==> src/rtl/bs_pkg.sv <==
// Shared definitions for the pipelined barrel shifter: default widths,
// direction encoding and the per-stage payload layout.
package bs_pkg;
    localparam int BS_DATA_W  = 8;
    localparam int BS_SHIFT_W = 3;

    localparam logic BS_DIR_LEFT  = 1'b1;
    localparam logic BS_DIR_RIGHT = 1'b0;

    // Payload carried by each pipeline stage at the default widths.
    typedef struct packed {
        logic [BS_DATA_W-1:0]  data;
        logic [BS_SHIFT_W-1:0] shift_rem;
        logic                  lr;
        logic                  rot;
        logic                  valid;
    } bs_stage_t;
endpackage

==> src/rtl/bs_shift_stage.sv <==
// One registered stage of the logarithmic shifter: shifts by 2**STAGE_IDX when
// its shift bit is set. Rotation support is compiled in with BS_ROTATE_EN.
module bs_shift_stage
    import bs_pkg::*;
#(
    parameter int DATA_W    = BS_DATA_W,
    parameter int SHIFT_W   = BS_SHIFT_W,
    parameter int STAGE_IDX = 0
) (
    input  logic               clk,
    input  logic               rst,
    input  logic               en,
    input  logic [DATA_W-1:0]  data_in,
    input  logic [SHIFT_W-1:0] shift_in,
    input  logic               lr_in,
`ifdef BS_ROTATE_EN
    input  logic               rot_in,
    output logic               rot_out,
`endif
    input  logic               valid_in,
    output logic [DATA_W-1:0]  data_out,
    output logic [SHIFT_W-1:0] shift_out,
    output logic               lr_out,
    output logic               valid_out
);
    localparam int AMT = 2 ** STAGE_IDX;

    logic [DATA_W-1:0] shl;
    logic [DATA_W-1:0] shr;
    logic [DATA_W-1:0] shifted;

    assign shl = data_in << AMT;
    assign shr = data_in >> AMT;

    always_comb begin
        shifted = data_in;
        if (shift_in[STAGE_IDX]) begin
`ifdef BS_ROTATE_EN
            if (rot_in)
                shifted = (lr_in == BS_DIR_LEFT) ? (shl | (data_in >> (DATA_W - AMT)))
                                                 : (shr | (data_in << (DATA_W - AMT)));
            else
                shifted = (lr_in == BS_DIR_LEFT) ? shl : shr;
`else
            shifted = (lr_in == BS_DIR_LEFT) ? shl : shr;
`endif
        end
    end

    always_ff @(posedge clk or posedge rst) begin
        if (rst) begin
            data_out  <= '0;
            shift_out <= '0;
            lr_out    <= 1'b0;
            valid_out <= 1'b0;
`ifdef BS_ROTATE_EN
            rot_out   <= 1'b0;
`endif
        end else if (en) begin
            data_out  <= shifted;
            shift_out <= shift_in;
            lr_out    <= lr_in;
            valid_out <= valid_in;
`ifdef BS_ROTATE_EN
            rot_out   <= rot_in;
`endif
        end
    end
endmodule

==> src/rtl/bs_pipe_shifter.sv <==
// Pipelined barrel shifter top: SHIFT_W stages, valid/ready flow control and a
// saturating completed-result counter. Define BS_ROTATE_EN to honour in_rot.
module bs_pipe_shifter
    import bs_pkg::*;
#(
    parameter int DATA_W  = BS_DATA_W,
    parameter int SHIFT_W = BS_SHIFT_W,
    parameter int CNT_W   = 16
) (
    input  logic               clk,
    input  logic               rst,
    input  logic               in_valid,
    output logic               in_ready,
    input  logic [DATA_W-1:0]  in_data,
    input  logic [SHIFT_W-1:0] in_shift,
    input  logic               in_lr,
    input  logic               in_rot,
    output logic               out_valid,
    input  logic               out_ready,
    output logic [DATA_W-1:0]  out_data,
    output logic [CNT_W-1:0]   result_count
);
    logic                             advance;
    logic [SHIFT_W:0][DATA_W-1:0]     data_p;
    logic [SHIFT_W:0][SHIFT_W-1:0]    shift_p;
    logic [SHIFT_W:0]                 lr_p;
    logic [SHIFT_W:0]                 valid_p;

    // Whole pipeline moves as one: it only stalls when the final result is blocked.
    assign advance  = out_ready | ~out_valid;
    assign in_ready = advance;

    assign data_p[0]  = in_data;
    assign shift_p[0] = in_shift;
    assign lr_p[0]    = in_lr;
    assign valid_p[0] = in_valid;

`ifdef BS_ROTATE_EN
    logic [SHIFT_W:0] rot_p;
    logic             unused_tail;
    assign rot_p[0]    = in_rot;
    assign unused_tail = ^{shift_p[SHIFT_W], lr_p[SHIFT_W], rot_p[SHIFT_W]};
`else
    logic unused_tail;
    assign unused_tail = ^{shift_p[SHIFT_W], lr_p[SHIFT_W], in_rot};
`endif

    for (genvar k = 0; k < SHIFT_W; k++) begin : g_stage
        bs_shift_stage #(
            .DATA_W    (DATA_W),
            .SHIFT_W   (SHIFT_W),
            .STAGE_IDX (k)
        ) u_stage (
            .clk       (clk),
            .rst       (rst),
            .en        (advance),
            .data_in   (data_p[k]),
            .shift_in  (shift_p[k]),
            .lr_in     (lr_p[k]),
`ifdef BS_ROTATE_EN
            .rot_in    (rot_p[k]),
            .rot_out   (rot_p[k+1]),
`endif
            .valid_in  (valid_p[k]),
            .data_out  (data_p[k+1]),
            .shift_out (shift_p[k+1]),
            .lr_out    (lr_p[k+1]),
            .valid_out (valid_p[k+1])
        );
    end

    assign out_data  = data_p[SHIFT_W];
    assign out_valid = valid_p[SHIFT_W];

    always_ff @(posedge clk or posedge rst) begin
        if (rst)
            result_count <= '0;
        else if (out_valid && out_ready && (result_count != '1))
            result_count <= result_count + 1'b1;
    end
endmodule

==> config.mk <==
export PLATFORM = sky130hd
export DESIGN_NAME = bs_pipe_shifter
export DESIGN_NICKNAME = d
export VERILOG_FILES = /design/src/rtl/bs_pkg.sv /design/src/rtl/bs_shift_stage.sv /design/src/rtl/bs_pipe_shifter.sv
export SDC_FILE = /design/constraint.sdc
export NUM_CORES = 1
export LEC_CHECK = 0
export CAP_MARGIN = 40
export CORE_ASPECT_RATIO = 0.5
export CORE_MARGIN = 3
export CORE_UTILIZATION = 38
export CTS_BUF_LIST = sky130_fd_sc_hd__clkbuf_8
export DETAILED_ROUTE_END_ITERATION = 8
export PLACE_DENSITY = 0.69
export SYNTH_ARGS = -nofsm -noshare
export SYNTH_HDL_FRONTEND = slang
export SYNTH_HIERARCHICAL = 1
export SYNTH_SLANG_ARGS = --single-unit
==> constraint.sdc <==
create_clock -name clk -period 2.2 [get_ports clk]
set_clock_uncertainty 0.15 [all_clocks]
set_input_delay 0.33 -clock clk [delete_from_list [all_inputs] [get_ports clk]]
set_output_delay 0.33 -clock clk [all_outputs]
set_load 0.01 [all_outputs]
==> impl_metrics.py, run 1 <==
metrics = {
    "status": {
        "outcome": "finished clean",
    },
    "floorplan": {
        "initial_core_util": 0.415,
        "die_h_um": 62.3,
        "die_width_um": 119,
        "die_area_sq_um": 7380,
        "ios": 43,
        "core-area_sq_um": 5800,
        "rows": 19,
    },
    "power_and_ir_drop": {
        "powerDensity_nw_per_um2": 1070,
        "clkPwrFrac": 0.200,
        "p_seq_frac": 0.457,
        "ir_drop_mv": 0.377,
        "p_sw_frac": 0.328,
        "finalPower_mw": 3.21,
        "p_leak_nw": 1.28,
        "pwr-share-comb": 0.342,
        "internal_power_mw": 2.16,
        "switchingPower_mw": 1.05,
    },
    "timing": {
        "rsz0062_at_grt": "false",
        "final_hold_viol_count": 0,
        "fmax_mhz": 486,
        "period_share": 0.935,
        "setup_viol": 0,
        "setup_tns_ns": 0,
        "maxSlewViolCount": 0,
        "worstMarginPinSlew_ns": 0.611,
        "relSlewSlack": 0.592,
        "min_period_ns": 2.06,
        "holdWs_ns": 0.244,
    },
    "yosys": {
        "synthCells": 215,
        "yosys_warnings": 6,
        "postSynthAreaPerCell_sq_um": 11.2,
        "mappedNetlistNets": 233,
        "synthesis.area_sq_um": 2410,
    },
    "placed_design": {
        "port_buffers": 41,
        "dp_hpwl_um": 3510,
        "place_area_sq_um": 2880,
        "gp_congestion": 0.783,
    },
    "clock_tree": {
        "clkLatencyLatePin_ns": 0.30,
        "root_buffer": "clkbuf_8",
        "clockBufferDepth": 2,
        "cts_tree": "done",
        "numCtsBuffers": 5,
        "clock-sinks": 48,
        "cts_resized": 0,
        "htreeDepth": 2,
        "clk_pin_slew_ns": 0.09,
        "cts_setup_buffers": 0,
        "postCtsHoldBufs": 0,
    },
    "routing": {
        "routed_wl_um": 4640,
        "antenna_left": 0,
        "drtPass1Iterations": 4,
        "vias": 1767,
        "vias_per_cell": 5.20,
        "detail_route.wl_per_cell_um": 13.7,
        "drc": 0,
        "drt_iter0_drc": 131,
    },
    "critical_path": {
        "cp-end-kind": "primary output",
        "crit_path_start_kind": "input pin",
        "critPathMaxFanout": 3,
        "cp.required_ns": 1.72,
        "critical_path_class": "input pin to primary output",
        "critPathArrivalTime_ns": 1.58,
    },
    "grt": {
        "grt_pass1_vias": 1735,
        "grt_first_pass_wirelength_um": 8270,
        "grt_antenna_before_repair": 0,
        "grt_max_degree": 35,
        "gr-total-overflow": 0,
        "track_usage": 0.133,
    },
    "cells_and_area": {
        "multi_input_area_sq_um": 1120,
        "fin_nets": 273,
        "final.fill_count": 530,
        "antennaDiodeCount": 0,
        "synthToLayoutAreaGrowth_pct": 24.3,
        "design_area_sq_um": 2990,
        "drive_above_1_share": 0.117,
        "seq_area_sq_um": 1200,
    },
    "min_path": {
        "hold_class": "input pin to asynchronous set/reset pin",
    },
    "flow_run": {
        "cap_violations": 0,
    },
}
## worst max-delay path: stages
cell and delay [ns]:
clkdlybuf4s50_1 0.49, nand2b_1 0.19, clkdlybuf4s50_1 0.57
## flip-flops by register name, indices dropped and copies added (netlist names)
signal and flops:
g_stage.u_stage/data_out 24, result_count 16, g_stage.u_stage/shift_out 3, g_stage.u_stage/valid_out 3, g_stage.u_stage/lr_out 2
## layer usage
metal,track usage,wire length (um),vias up,part of all wire
li1,-,-,857,-
met1,0.179,2250,850,0.49
met2,0.214,2120,55,0.46
met3,0.0326,230,5,0.050
met4,0.0390,40,0,0.0086
met5,0,0,-,0
## worst paths after layout
kind                                              start                                       end  slack, ns  cells after the start
min in group clk           result_count[15]$_DFFE_PP0P_              result_count[15]$_DFFE_PP0P_       0.37                      1
max                                           out_ready                                  in_ready       0.14                      3
max reg2reg                 result_count[0]$_DFFE_PP0P_               result_count[1]$_DFFE_PP0P_       0.20                      4
min reg2reg                result_count[15]$_DFFE_PP0P_              result_count[15]$_DFFE_PP0P_       0.37                      1
max in group asynchronous                           rst              result_count[10]$_DFFE_PP0P_       1.14                      2
min                                                 rst  g_stage[2].u_stage/valid_out$_DFFE_PP0P_       0.24                      2
## power by group through the flow
stage | registers [mW] | logic (mW) | clock network (mW)
final | 1.47 | 1.10 | 0.642
after global routing | 1.53 | 1.21 | 0.703
after CTS | 1.47 | 1.11 | 0.661
after global placement | 1.47 | 1.08 | 0
after floorplan | 1.45 | 0.691 | 0
after detailed placement | 1.49 | 1.11 | 0
## metrics by stage
stage / std cells / utilization / setup WS, ns
floorplan: 215 / - / 0.315
global placement: 332 / 0.496 / 0.130
detailed placement: 332 / 0.496 / 0.104
CTS: 340 / 0.516 / 0.131
global route: 340 / 0.516 / 0.0282
finish: 340 / 0.516 / 0.143
## placed cells by master (no fill, tap or decap), types with 2 or more instances in the layout
| cell type | n |
|---|---|
| nand2b_1 | 16 |
| and2_1 | 3 |
| xnor2_1 | 2 |
| mux2_4 | 3 |
| nand3b_1 | 7 |
| mux2_1 | 3 |
| dfrtp_1 | 48 |
| nand2_1 | 3 |
| nor4_1 | 4 |
| a31oi_1 | 14 |
| clkbuf_8 | 5 |
| nor3_1 | 6 |
| and4_1 | 2 |
| a221o_1 | 10 |
| clkinv_4 | 2 |
| xor2_1 | 13 |
| nand4_1 | 3 |
| buf_4 | 2 |
| clkdlybuf4s50_1 | 41 |
| mux2_2 | 13 |
| nand3_1 | 11 |
| nor2_1 | 18 |
| nor2b_1 | 12 |
| inv_1 | 6 |
## area by class of cell
class,count,share of cell area
Sequential cell,48,0.402
Tap cell,84,0.0351
Clock buffer,5,0.0230
Multi-Input combinational cell,151,0.375
Timing Repair Buffer,43,0.142
Inverter,6,0.00753
Clock inverter,3,0.0159
Note: power is estimated with default switching activity, not from simulation.
==> run 2: changes to the inputs <==
--- a/config.mk
+++ b/config.mk
@@ -11,7 +11,9 @@
 export CORE_UTILIZATION = 38
 export CTS_BUF_LIST = sky130_fd_sc_hd__clkbuf_8
 export DETAILED_ROUTE_END_ITERATION = 8
+export GPL_ROUTABILITY_DRIVEN = 0
 export PLACE_DENSITY = 0.69
+export SETUP_SLACK_MARGIN = 0.15
 export SYNTH_ARGS = -nofsm -noshare
 export SYNTH_HDL_FRONTEND = slang
 export SYNTH_HIERARCHICAL = 1
==> impl_metrics.py, run 2 (same netlist as run 1, synthesis figures left out) <==
metrics = {
    "placed_design": {
        "port_buffers": 41,
        "dp_hpwl_um": 3510,
    },
    "critical_path": {
        "critPathArrivalTime_ns": 1.90,
        "critical_path_class": "flop to flop",
        "path_cells": "ha_1 -> nand3_2 -> o41ai_4 -> buf_4 -> mux2_4",
        "crit_path_start_kind": "flop",
        "worst_path_largest_cell_delay_ns": 0.44,
        "critPathMaxFanout": 7,
        "cp.required_ns": 2.24,
        "cp_slowest_cell": "dfrtp_1",
        "r2r_slack_ns": 0.34,
        "cp-end-kind": "flop",
        "crit_family": "flip-flops",
        "path_buf_inv": 1,
    },
    "clock_tree": {
        "postCtsHoldBufs": 0,
        "cts_tree": "done",
        "htreeDepth": 2,
        "clock-sinks": 48,
        "clk_pin_slew_ns": 0.09,
        "clkLatencyLatePin_ns": 0.30,
        "numCtsBuffers": 5,
        "clockBufferDepth": 2,
        "root_buffer": "clkbuf_8",
    },
    "timing": {
        "setup_viol": 0,
        "maxSlewViolCount": 0,
        "worstMarginPinSlew_ns": 0.612,
        "final_hold_viol_count": 0,
        "min_period_ns": 1.86,
        "period_share": 0.847,
        "setup_tns_ns": 0,
        "holdWs_ns": 0.244,
        "relSlewSlack": 0.592,
        "fmax_mhz": 537,
        "rsz0062_at_grt": "false",
    },
    "floorplan": {
        "die_area_sq_um": 7380,
        "core-area_sq_um": 5800,
        "ios": 43,
        "die_width_um": 119,
        "die_h_um": 62.3,
        "rows": 19,
        "initial_core_util": 0.415,
    },
    "routing": {
        "vias_per_cell": 5.16,
        "met2_length_um": 2150,
        "detail_route.wl_per_cell_um": 13.7,
        "wl_met3_um": 207,
        "antenna_left": 0,
        "routed_wl_um": 4680,
        "drt_iter0_drc": 141,
        "drtPass1Iterations": 4,
        "wl_met1_um": 2290,
        "routed.top_layer": "met4",
        "drc": 0,
        "vias": 1764,
    },
    "grt": {
        "grt_pass1_vias": 1735,
        "gr-total-overflow": 0,
        "grt_max_degree": 35,
        "track_usage": 0.133,
        "grt_first_pass_wirelength_um": 8270,
        "grt_antenna_before_repair": 0,
    },
    "cells_and_area": {
        "seq_area_sq_um": 1200,
        "final_common_cell": "dfrtp_1",
        "largest_reg_flops": 24,
        "antennaDiodeCount": 0,
        "largest-register": "g_stage.u_stage/data_out",
        "reg_top3": "g_stage.u_stage/data_out x24, result_count x16",
        "post-route-util": 0.519,
        "final.fill_count": 529,
        "multi_input_area_sq_um": 1130,
        "synthToLayoutAreaGrowth_pct": 25.1,
        "layout_common_cells": "48 x dfrtp_1, 40 x clkdlybuf4s50_1, 18 x nor2_1",
        "drive_above_1_share": 0.128,
        "fin_nets": 275,
    },
    "power_and_ir_drop": {
        "powerDensity_nw_per_um2": 1070,
        "finalPower_mw": 3.22,
        "ir_drop_mv": 0.378,
        "p_leak_nw": 1.29,
    },
    "status": {
        "outcome": "finished clean",
    },
    "min_path": {
        "hold_class": "input pin to asynchronous set/reset pin",
    },
    "flow_run": {
        "cap_violations": 0,
    },
}
-- run 2: cell types whose count changed in the layout (fill, tap and decap cells not counted), sizes merged --
cell | before | now
dlygate4sd2 | 0 | 1
clkdlybuf4s50 | 41 | 40
buf | 2 | 4
-- run 2: power by group --
group          total (mW)  internal (mW)  switching, mW  leakage, nW
clock network       0.642          0.342          0.299       0.0583
logic                1.11          0.654          0.457        0.628
registers            1.47           1.17          0.296        0.601
-- run 2: metrics by stage --
stage,worst slack (ns),cell area (sq um),std cells
CTS,0.181,2990,340
global route,0.227,3010,342
floorplan,0.315,2410,215
global placement,0.130,2880,332
finish,0.336,3010,342
detailed placement,0.104,2880,332
-- run 2: final cells by class --
cell class                 count  share of cell area
sequential                    48               0.399
clock buffer                   5              0.0229
multi-input combinational    151               0.374
tap                           84              0.0349
timing repair buffer          45               0.146
clock inverter                 3              0.0158
inverter                       6             0.00748
-- run 2: metal layers --
| layer | vias to the layer above | track usage |
|---|---|---|
| li1 | 865 | - |
| met1 | 852 | 0.179 |
| met2 | 42 | 0.214 |
| met3 | 5 | 0.0326 |
| met4 | 0 | 0.0390 |
| met5 | - | 0 |
-- run 2: repair_timing --
action,in CTS,in global routing
endpoints found under the hold margin,0,0
resized for setup,1,1
buffers inserted,0,2
pin swaps,0,1
endpoints found under the setup margin,1,11
-- run 2: final timing paths --
path                                              start                                  endpoint  cells after the start
hold reg to reg            result_count[15]$_DFFE_PP0P_              result_count[15]$_DFFE_PP0P_                      1
min in group clk           result_count[15]$_DFFE_PP0P_              result_count[15]$_DFFE_PP0P_                      1
setup / recovery            result_count[0]$_DFFE_PP0P_               result_count[1]$_DFFE_PP0P_                      5
hold / removal                                      rst  g_stage[2].u_stage/valid_out$_DFFE_PP0P_                      2
max in group asynchronous                           rst              result_count[10]$_DFFE_PP0P_                      2
setup reg to reg            result_count[0]$_DFFE_PP0P_               result_count[1]$_DFFE_PP0P_                      5
-- run 2: worst register-to-register path, stage by stage (launching register included) --
cell and delay, ns:
dfrtp_1 0.44, ha_1 0.22, nand3_2 0.15, o41ai_4 0.30, buf_4 0.20, mux2_4 0.30
